[config.mk]
export PLATFORM = sky130hd
export DESIGN_NAME = inst_queue_flat
export DESIGN_NICKNAME = d
export VERILOG_FILES = /design/src/rtl/mips_pkg.sv /design/src/rtl/inst_queue_if.sv /design/src/rtl/inst_queue_ram.sv /design/src/rtl/inst_queue.sv /design/src/flat_wrapper.sv
export SDC_FILE = /design/constraint.sdc
export NUM_CORES = 1
export LEC_CHECK = 0
export BUFFER_PORTS_ARGS = -buffer_cell sky130_fd_sc_hd__buf_2
export CAP_MARGIN = 15
export CORE_AREA = 10 10 129 131
export DETAILED_ROUTE_END_ITERATION = 10
export DIE_AREA = 0 0 139 141
export GPL_TIMING_DRIVEN = 0
export PLACE_DENSITY = 0.78
export SLEW_MARGIN = 20
export SYNTH_ARGS = -nofsm -noshare
export SYNTH_HDL_FRONTEND = slang
export SYNTH_SLANG_ARGS = --single-unit
[constraint.sdc]
create_clock -name clk -period 5.6 [get_ports clk]
set_clock_uncertainty 0.1 [all_clocks]
set_input_delay 0.56 -clock clk [delete_from_list [all_inputs] [get_ports clk]]
set_output_delay 0.56 -clock clk [all_outputs]
set_load 0.03 [all_outputs]
[src/rtl/mips_pkg.sv]
// rtl/mips_pkg.sv - shared MIPS opcodes, field positions and helpers
package mips_pkg;

  localparam int XLEN = 32;

  localparam logic [5:0] OP_J   = 6'h02;
  localparam logic [5:0] OP_JAL = 6'h03;

  localparam int OPCODE_MSB = 31;
  localparam int OPCODE_LSB = 26;

  // J and JAL are the only opcodes resolved on the decode side
  function automatic logic is_jump(input logic [5:0] op);
    return (op == OP_J) || (op == OP_JAL);
  endfunction

endpackage

[src/rtl/inst_queue_if.sv]
// rtl/inst_queue_if.sv - fetch/decode/execute signals around the instruction queue
interface inst_queue_if #(
  parameter int XLEN  = 32,
  parameter int DEPTH = 2
);
  localparam int CW = $clog2(DEPTH) + 1;

  logic            f_valid;
  logic [XLEN-1:0] f_inst;
  logic [XLEN-1:0] f_pc;
  logic            f_ready;
  logic            d_valid;
  logic [XLEN-1:0] d_inst;
  logic [XLEN-1:0] d_pc4;
  logic            d_ready;
  logic            ex_redirect;
  logic            Jump;
  logic [XLEN-1:0] jump_target;
  logic [CW-1:0]   count;

  // pipeline side: fetch, decode and execute drive the queue
  modport master (
    output f_valid, f_inst, f_pc, d_ready, ex_redirect,
    input  f_ready, d_valid, d_inst, d_pc4, Jump, jump_target, count
  );

  // queue side
  modport slave (
    input  f_valid, f_inst, f_pc, d_ready, ex_redirect,
    output f_ready, d_valid, d_inst, d_pc4, Jump, jump_target, count
  );

endinterface

[src/rtl/inst_queue_ram.sv]
// rtl/inst_queue_ram.sv - queue storage, one write port and one async read port
module inst_queue_ram #(
  parameter int DEPTH = 2,
  parameter int W     = 64
) (
  input  logic                     clk,
  input  logic                     reset,
  input  logic                     we_i,
  input  logic [$clog2(DEPTH)-1:0] waddr_i,
  input  logic [W-1:0]             wdata_i,
  input  logic [$clog2(DEPTH)-1:0] raddr_i,
  output logic [W-1:0]             rdata_o
);

  logic [W-1:0] mem_q [DEPTH];

  // storage is cleared on reset so an empty queue presents zeros to decode
  always_ff @(posedge clk or posedge reset) begin
    if (reset) begin
      for (int i = 0; i < DEPTH; i++) begin
        mem_q[i] <= '0;
      end
    end else if (we_i) begin
      mem_q[waddr_i] <= wdata_i;
    end
  end

  assign rdata_o = mem_q[raddr_i];

endmodule

[src/rtl/inst_queue.sv]
// rtl/inst_queue.sv - fetch-to-decode instruction queue with J/JAL resolution and squash
module inst_queue
  import mips_pkg::*;
#(
  parameter int DEPTH = 2,
  parameter int XLEN  = mips_pkg::XLEN
) (
  input logic         clk,
  input logic         reset,
  inst_queue_if.slave q
);

  localparam int            AW   = $clog2(DEPTH);
  localparam int            CW   = AW + 1;
  localparam logic [CW-1:0] FULL = CW'(DEPTH);

  logic [AW-1:0]     wr_ptr_q, wr_ptr_d;
  logic [AW-1:0]     rd_ptr_q, rd_ptr_d;
  logic [CW-1:0]     count_q, count_d;
  logic              jump_q;
  logic [XLEN-1:0]   target_q, target_d;

  logic [2*XLEN-1:0] head;
  logic [2*XLEN-1:0] wdata;
  logic [XLEN-1:0]   head_inst;
  logic [XLEN-1:0]   head_pc4;
  logic              f_ready;
  logic              d_valid;
  logic              enq;
  logic              deq;
  logic              jump_deq;
  logic              squash;

  inst_queue_ram #(
    .DEPTH (DEPTH),
    .W     (2*XLEN)
  ) u_ram (
    .clk     (clk),
    .reset   (reset),
    .we_i    (enq),
    .waddr_i (wr_ptr_q),
    .wdata_i (wdata),
    .raddr_i (rd_ptr_q),
    .rdata_o (head)
  );

  assign head_inst = head[2*XLEN-1:XLEN];
  assign head_pc4  = head[XLEN-1:0];
  assign wdata     = {q.f_inst, q.f_pc + XLEN'(4)};

  // f_ready ignores a same-cycle dequeue; redirect hides the head from decode
  assign f_ready  = (count_q < FULL);
  assign d_valid  = (count_q != '0) && !q.ex_redirect;
  assign deq      = d_valid && q.d_ready;
  assign jump_deq = deq && is_jump(head_inst[OPCODE_MSB:OPCODE_LSB]);
  assign squash   = q.ex_redirect || jump_deq;
  assign enq      = q.f_valid && f_ready && !squash;

  assign q.f_ready     = f_ready;
  assign q.d_valid     = d_valid;
  assign q.d_inst      = head_inst;
  assign q.d_pc4       = head_pc4;
  assign q.Jump        = jump_q;
  assign q.jump_target = target_q;
  assign q.count       = count_q;

  // next pointers/count: squash empties the queue, otherwise track enq/deq
  always_comb begin
    wr_ptr_d = wr_ptr_q;
    rd_ptr_d = rd_ptr_q;
    count_d  = count_q;
    target_d = target_q;
    if (jump_deq) begin
      target_d = {head_pc4[XLEN-1:28], head_inst[25:0], 2'b00};
    end
    if (squash) begin
      wr_ptr_d = '0;
      rd_ptr_d = '0;
      count_d  = '0;
    end else begin
      if (enq) wr_ptr_d = wr_ptr_q + AW'(1);
      if (deq) rd_ptr_d = rd_ptr_q + AW'(1);
      case ({enq, deq})
        2'b10:   count_d = count_q + CW'(1);
        2'b01:   count_d = count_q - CW'(1);
        default: count_d = count_q;
      endcase
    end
  end

  // state registers; reset also kills a pending Jump pulse
  always_ff @(posedge clk or posedge reset) begin
    if (reset) begin
      wr_ptr_q <= '0;
      rd_ptr_q <= '0;
      count_q  <= '0;
      jump_q   <= 1'b0;
      target_q <= '0;
    end else begin
      wr_ptr_q <= wr_ptr_d;
      rd_ptr_q <= rd_ptr_d;
      count_q  <= count_d;
      jump_q   <= jump_deq;
      target_q <= target_d;
    end
  end

endmodule

[src/flat_wrapper.sv]
// flat-port wrapper written by rule: the top's interface ports become plain ports
module inst_queue_flat import mips_pkg::*;
#(
  parameter int DEPTH = 2,
  parameter int XLEN  = mips_pkg::XLEN
)
  (clk, reset, q_f_valid, q_f_inst, q_f_pc, q_d_ready, q_ex_redirect, q_f_ready, q_d_valid, q_d_inst, q_d_pc4, q_Jump, q_jump_target, q_count);
  inst_queue_if #(.XLEN(XLEN), .DEPTH(DEPTH)) q_i ();
  input logic clk;
  input logic reset;
  input wire logic [$bits(q_i.f_valid)-1:0] q_f_valid;
  input wire logic [$bits(q_i.f_inst)-1:0] q_f_inst;
  input wire logic [$bits(q_i.f_pc)-1:0] q_f_pc;
  input wire logic [$bits(q_i.d_ready)-1:0] q_d_ready;
  input wire logic [$bits(q_i.ex_redirect)-1:0] q_ex_redirect;
  output wire logic [$bits(q_i.f_ready)-1:0] q_f_ready;
  output wire logic [$bits(q_i.d_valid)-1:0] q_d_valid;
  output wire logic [$bits(q_i.d_inst)-1:0] q_d_inst;
  output wire logic [$bits(q_i.d_pc4)-1:0] q_d_pc4;
  output wire logic [$bits(q_i.Jump)-1:0] q_Jump;
  output wire logic [$bits(q_i.jump_target)-1:0] q_jump_target;
  output wire logic [$bits(q_i.count)-1:0] q_count;
  assign q_i.f_valid = q_f_valid;
  assign q_i.f_inst = q_f_inst;
  assign q_i.f_pc = q_f_pc;
  assign q_i.d_ready = q_d_ready;
  assign q_i.ex_redirect = q_ex_redirect;
  assign q_f_ready = q_i.f_ready;
  assign q_d_valid = q_i.d_valid;
  assign q_d_inst = q_i.d_inst;
  assign q_d_pc4 = q_i.d_pc4;
  assign q_Jump = q_i.Jump;
  assign q_jump_target = q_i.jump_target;
  assign q_count = q_i.count;
  inst_queue #(.DEPTH(DEPTH), .XLEN(XLEN)) u_core (.clk(clk), .reset(reset), .q(q_i));
endmodule
==> results.json <==
{
  "grt_pass1_wl_um": 29200,
  "outcome": "finished clean",
  "syn_avg_cell_area_um2": 12.65,
  "rows": 44,
  "route.detailed.drc": 0,
  "rsz0062_at_grt": "false",
  "finish.utilization_pct": 64.43,
  "grt_overflow_total": 0,
  "cts_tree": "yes",
  "comb_power_share_pct": 28.1,
  "max_stage_delay_ns": 0.54,
  "wl_um": 18220,
  "maxSlewHeadroom_pct": 51.88,
  "maxCapViolCount": 0,
  "fin_hold_ws_ns": 0.04262,
  "tightest_slew_ns": 0.7218,
  "port_buffers": 167,
  "ios": 170,
  "yosysUniqueCellTypes": 39,
  "diodes": 0,
  "grt_max_degree": 112,
  "cts.sinks": 163,
  "root_buffer": "clkbuf_16",
  "sw_frac_of_total_pct": 32.74,
  "placeableCoreArea_um2": 14200,
  "top_usage_layer": "met2",
  "start_util_pct": 52.29,
  "die_h_um": 141,
  "fin_cells": 972,
  "synth.yosys.seq_area_share_pct": 54.92,
  "dp.cells": 940,
  "vias": 5242,
  "dp_hpwl_um": 13510,
  "cp_cell_sequence": "buf_1, clkbuf_1, buf_2, mux2_2, buf_2",
  "grt_usage_pct": 18.25,
  "netlist_area_um2": 7427,
  "post_cts_buffers": 0,
  "end_kind": "output port",
  "syn2layout_area_growth_pct": 23.21,
  "fin_nets": 845,
  "cp_slowest_cell": "clkbuf_1",
  "hold_path.class": "input port to async pin",
  "hold_viol_final": 0,
  "drive_above_1_share_pct": 40.74,
  "async_flop_share_pct": 100.0,
  "seqPwrFrac_pct": 41.5,
  "wl_per_cell_um": 18.74,
  "fmax_ghz": 0.2873,
  "routabilityCongestion": 0.8668,
  "antenna_found_initial": 0,
  "postSynthCellCount": 587,
  "viasPerCell": 5.393,
  "clock_latency_ns": 0.42,
  "met1_usage_pct": 21.45,
  "grt_pass1_vias": 5697,
  "die_w_um": 139,
  "gr-usage-met3_pct": 4.803,
  "synth_edf_count": 0,
  "ant_nets": 0,
  "drt_iter0_drc": 211,
  "htree_levels": 4,
  "clockPowerShare_pct": 30.4,
  "dieArea_um2": 19600,
  "met2_usage_pct": 31.73,
  "ff2ff_path_depth": 5,
  "ctsHoldBuffers": 0,
  "clock_path_buffers": 2,
  "ys_ff_latch": 163,
  "firstDrtPassIters": 4,
  "finalSetupViolations": 0,
  "synth_flop_cell": "dfrtp_1",
  "cp.required_ns": 4.94,
  "cts_resized": 0,
  "final_max_slew_viol_count": 0,
  "net-switching-power_w": 0.001310,
  "start_kind": "register",
  "fin_crit_sh_pct": 62.16,
  "path_clk_slew_ns": 0.06,
  "peakVddDrop_mv": 0.1871,
  "final.min_clock_period_ns": 3.481,
  "leakagePower_nw": 4.402,
  "cts_buffers": 17,
  "path_common_cell": "buf_2",
  "p_int_w": 0.002692,
  "cellPowerDensity_nw_per_um2": 437.4,
  "yosys_warnings": 0,
  "cp.arrival_ns": 2.82,
  "crit_type": "register to output port",
  "path_max_fanout": 10
}
==> cells in the mapped netlist (all sizes together), types with 2 or more instances <==
cell	n	share of area (%)
and3	3	0.25
and4	8	0.94
buf	26	2.8
clkbuf	9	0.45
dfrtp	163	55
inv	7	0.35
mux2	164	25
nand2	69	3.5
nand3	8	0.54
nand4	7	0.67
nor2	9	0.56
nor3	6	0.40
nor4	3	0.25
nor4b	2	0.24
o21ai	58	3.9
xnor2	18	2.1
xor2	12	1.4
==> metal layers <==
| layer | part of all wire (%) | vias to the layer above | wire length [µm] |
|---|---|---|---|
| met1 | 42 | 2613 | 7672 |
| met4 | 1.6 | 0 | 291 |
| met2 | 51 | 166 | 9279 |
| met5 | 0 | - | 0 |
| met3 | 5.3 | 25 | 971 |
| li1 | - | 2438 | - |
==> per-stage QoR <==
step / setup TNS, ns / instance area [µm²] / total power [W] / setup WS [ns]
after floorplan: 0 / 7431 / 0.002454 / 0.5350
after global placement: -132.39 / 8497 / 0.002749 / -0.8253
after detailed placement: 0 / 8532 / 0.002814 / 2.484
after CTS: 0 / 9151 / 0.004042 / 2.060
after global routing: 0 / 9151 / 0.004202 / 1.996
final: 0 / 9151 / 0.004002 / 2.119
==> cells in the final DEF, fill, tap and decap left out, types with 4 or more instances in the layout <==
cell,netlist,final
dfrtp_1,163,163
buf_2,10,177
clkbuf_1,9,13
buf_6,6,6
xnor2_1,18,18
nand2_1,69,69
nand3_1,8,8
nor2_1,8,8
nor3_1,6,6
bufinv_16,0,4
mux2_1,71,71
xor2_1,12,12
and4_1,8,8
o21ai_0,58,58
buf_4,6,6
mux2_2,93,93
nand4_1,6,6
inv_1,7,6
clkbuf_16,0,17
==> power groups by stage <==
stage | Combinational, W | Clock, W | Sequential [W]
after floorplan | 0.000718 | 0 | 0.00174
after global placement | 0.00110 | 0 | 0.00165
after detailed placement | 0.00114 | 0 | 0.00168
after CTS | 0.00114 | 0.00124 | 0.00166
after global routing | 0.00121 | 0.00129 | 0.00170
final | 0.00112 | 0.00122 | 0.00166
==> path summary, 6_finish.rpt <==
path                                  startpoint                  endpoint  slack [ns]
max                              u_core.rd_ptr_q               q_d_pc4[24]        2.12
min                                        reset  u_core.q.jump_target[14]        0.04
max reg2reg                      u_core.rd_ptr_q  u_core.q.jump_target[25]        3.16
min reg2reg                u_core.u_ram.mem_q[6]     u_core.u_ram.mem_q[6]        0.38
max in group asynchronous                  reset    u_core.u_ram.mem_q[14]        4.51
min in group clk                     q_f_inst[7]    u_core.u_ram.mem_q[39]        0.27
==> worst max-delay path, delay by kind of cell (launching register included) <==
family   cells  cell delay, ns
mux          1            0.40
flops        1            0.39
buf+inv      4            1.60
==> state kept, by name (all words and copies together), names as in the netlist <==
name / cells
u_core.u_ram.mem_q: 128
u_core.q.jump_target: 30
u_core.q.count: 2
u_core.q.Jump: 1
u_core.rd_ptr_q: 1
u_core.wr_ptr_q: 1
==> kinds of logic (layout without fill, tap and decap cells) <==
| family | after synthesis | count (layout) | share of synthesized area [%] |
|---|---|---|---|
| other cells | 1 | 2 | 0.05049 |
| flops | 163 | 163 | 54.92 |
| simple gates | 120 | 120 | 7.901 |
| buf+inv | 42 | 242 | 3.656 |
| mux | 164 | 164 | 24.87 |
| fa+ha+maj | 1 | 1 | 0.1684 |
| compound gates | 66 | 66 | 4.902 |
| xor+xnor | 30 | 30 | 3.538 |
==> layout make-up <==
class	instances	area (µm²)
Timing Repair Buffer	168	863.3
Buffer	35	245.2
Tap cell	184	230.2
Clock inverter	9	151.4
Clock buffer	23	467.9
Sequential cell	163	4079
Fill cell	1103	5052
Multi-Input combinational cell	383	3080
Inverter	7	33.78
Note: power is estimated with default switching activity, not from simulation.
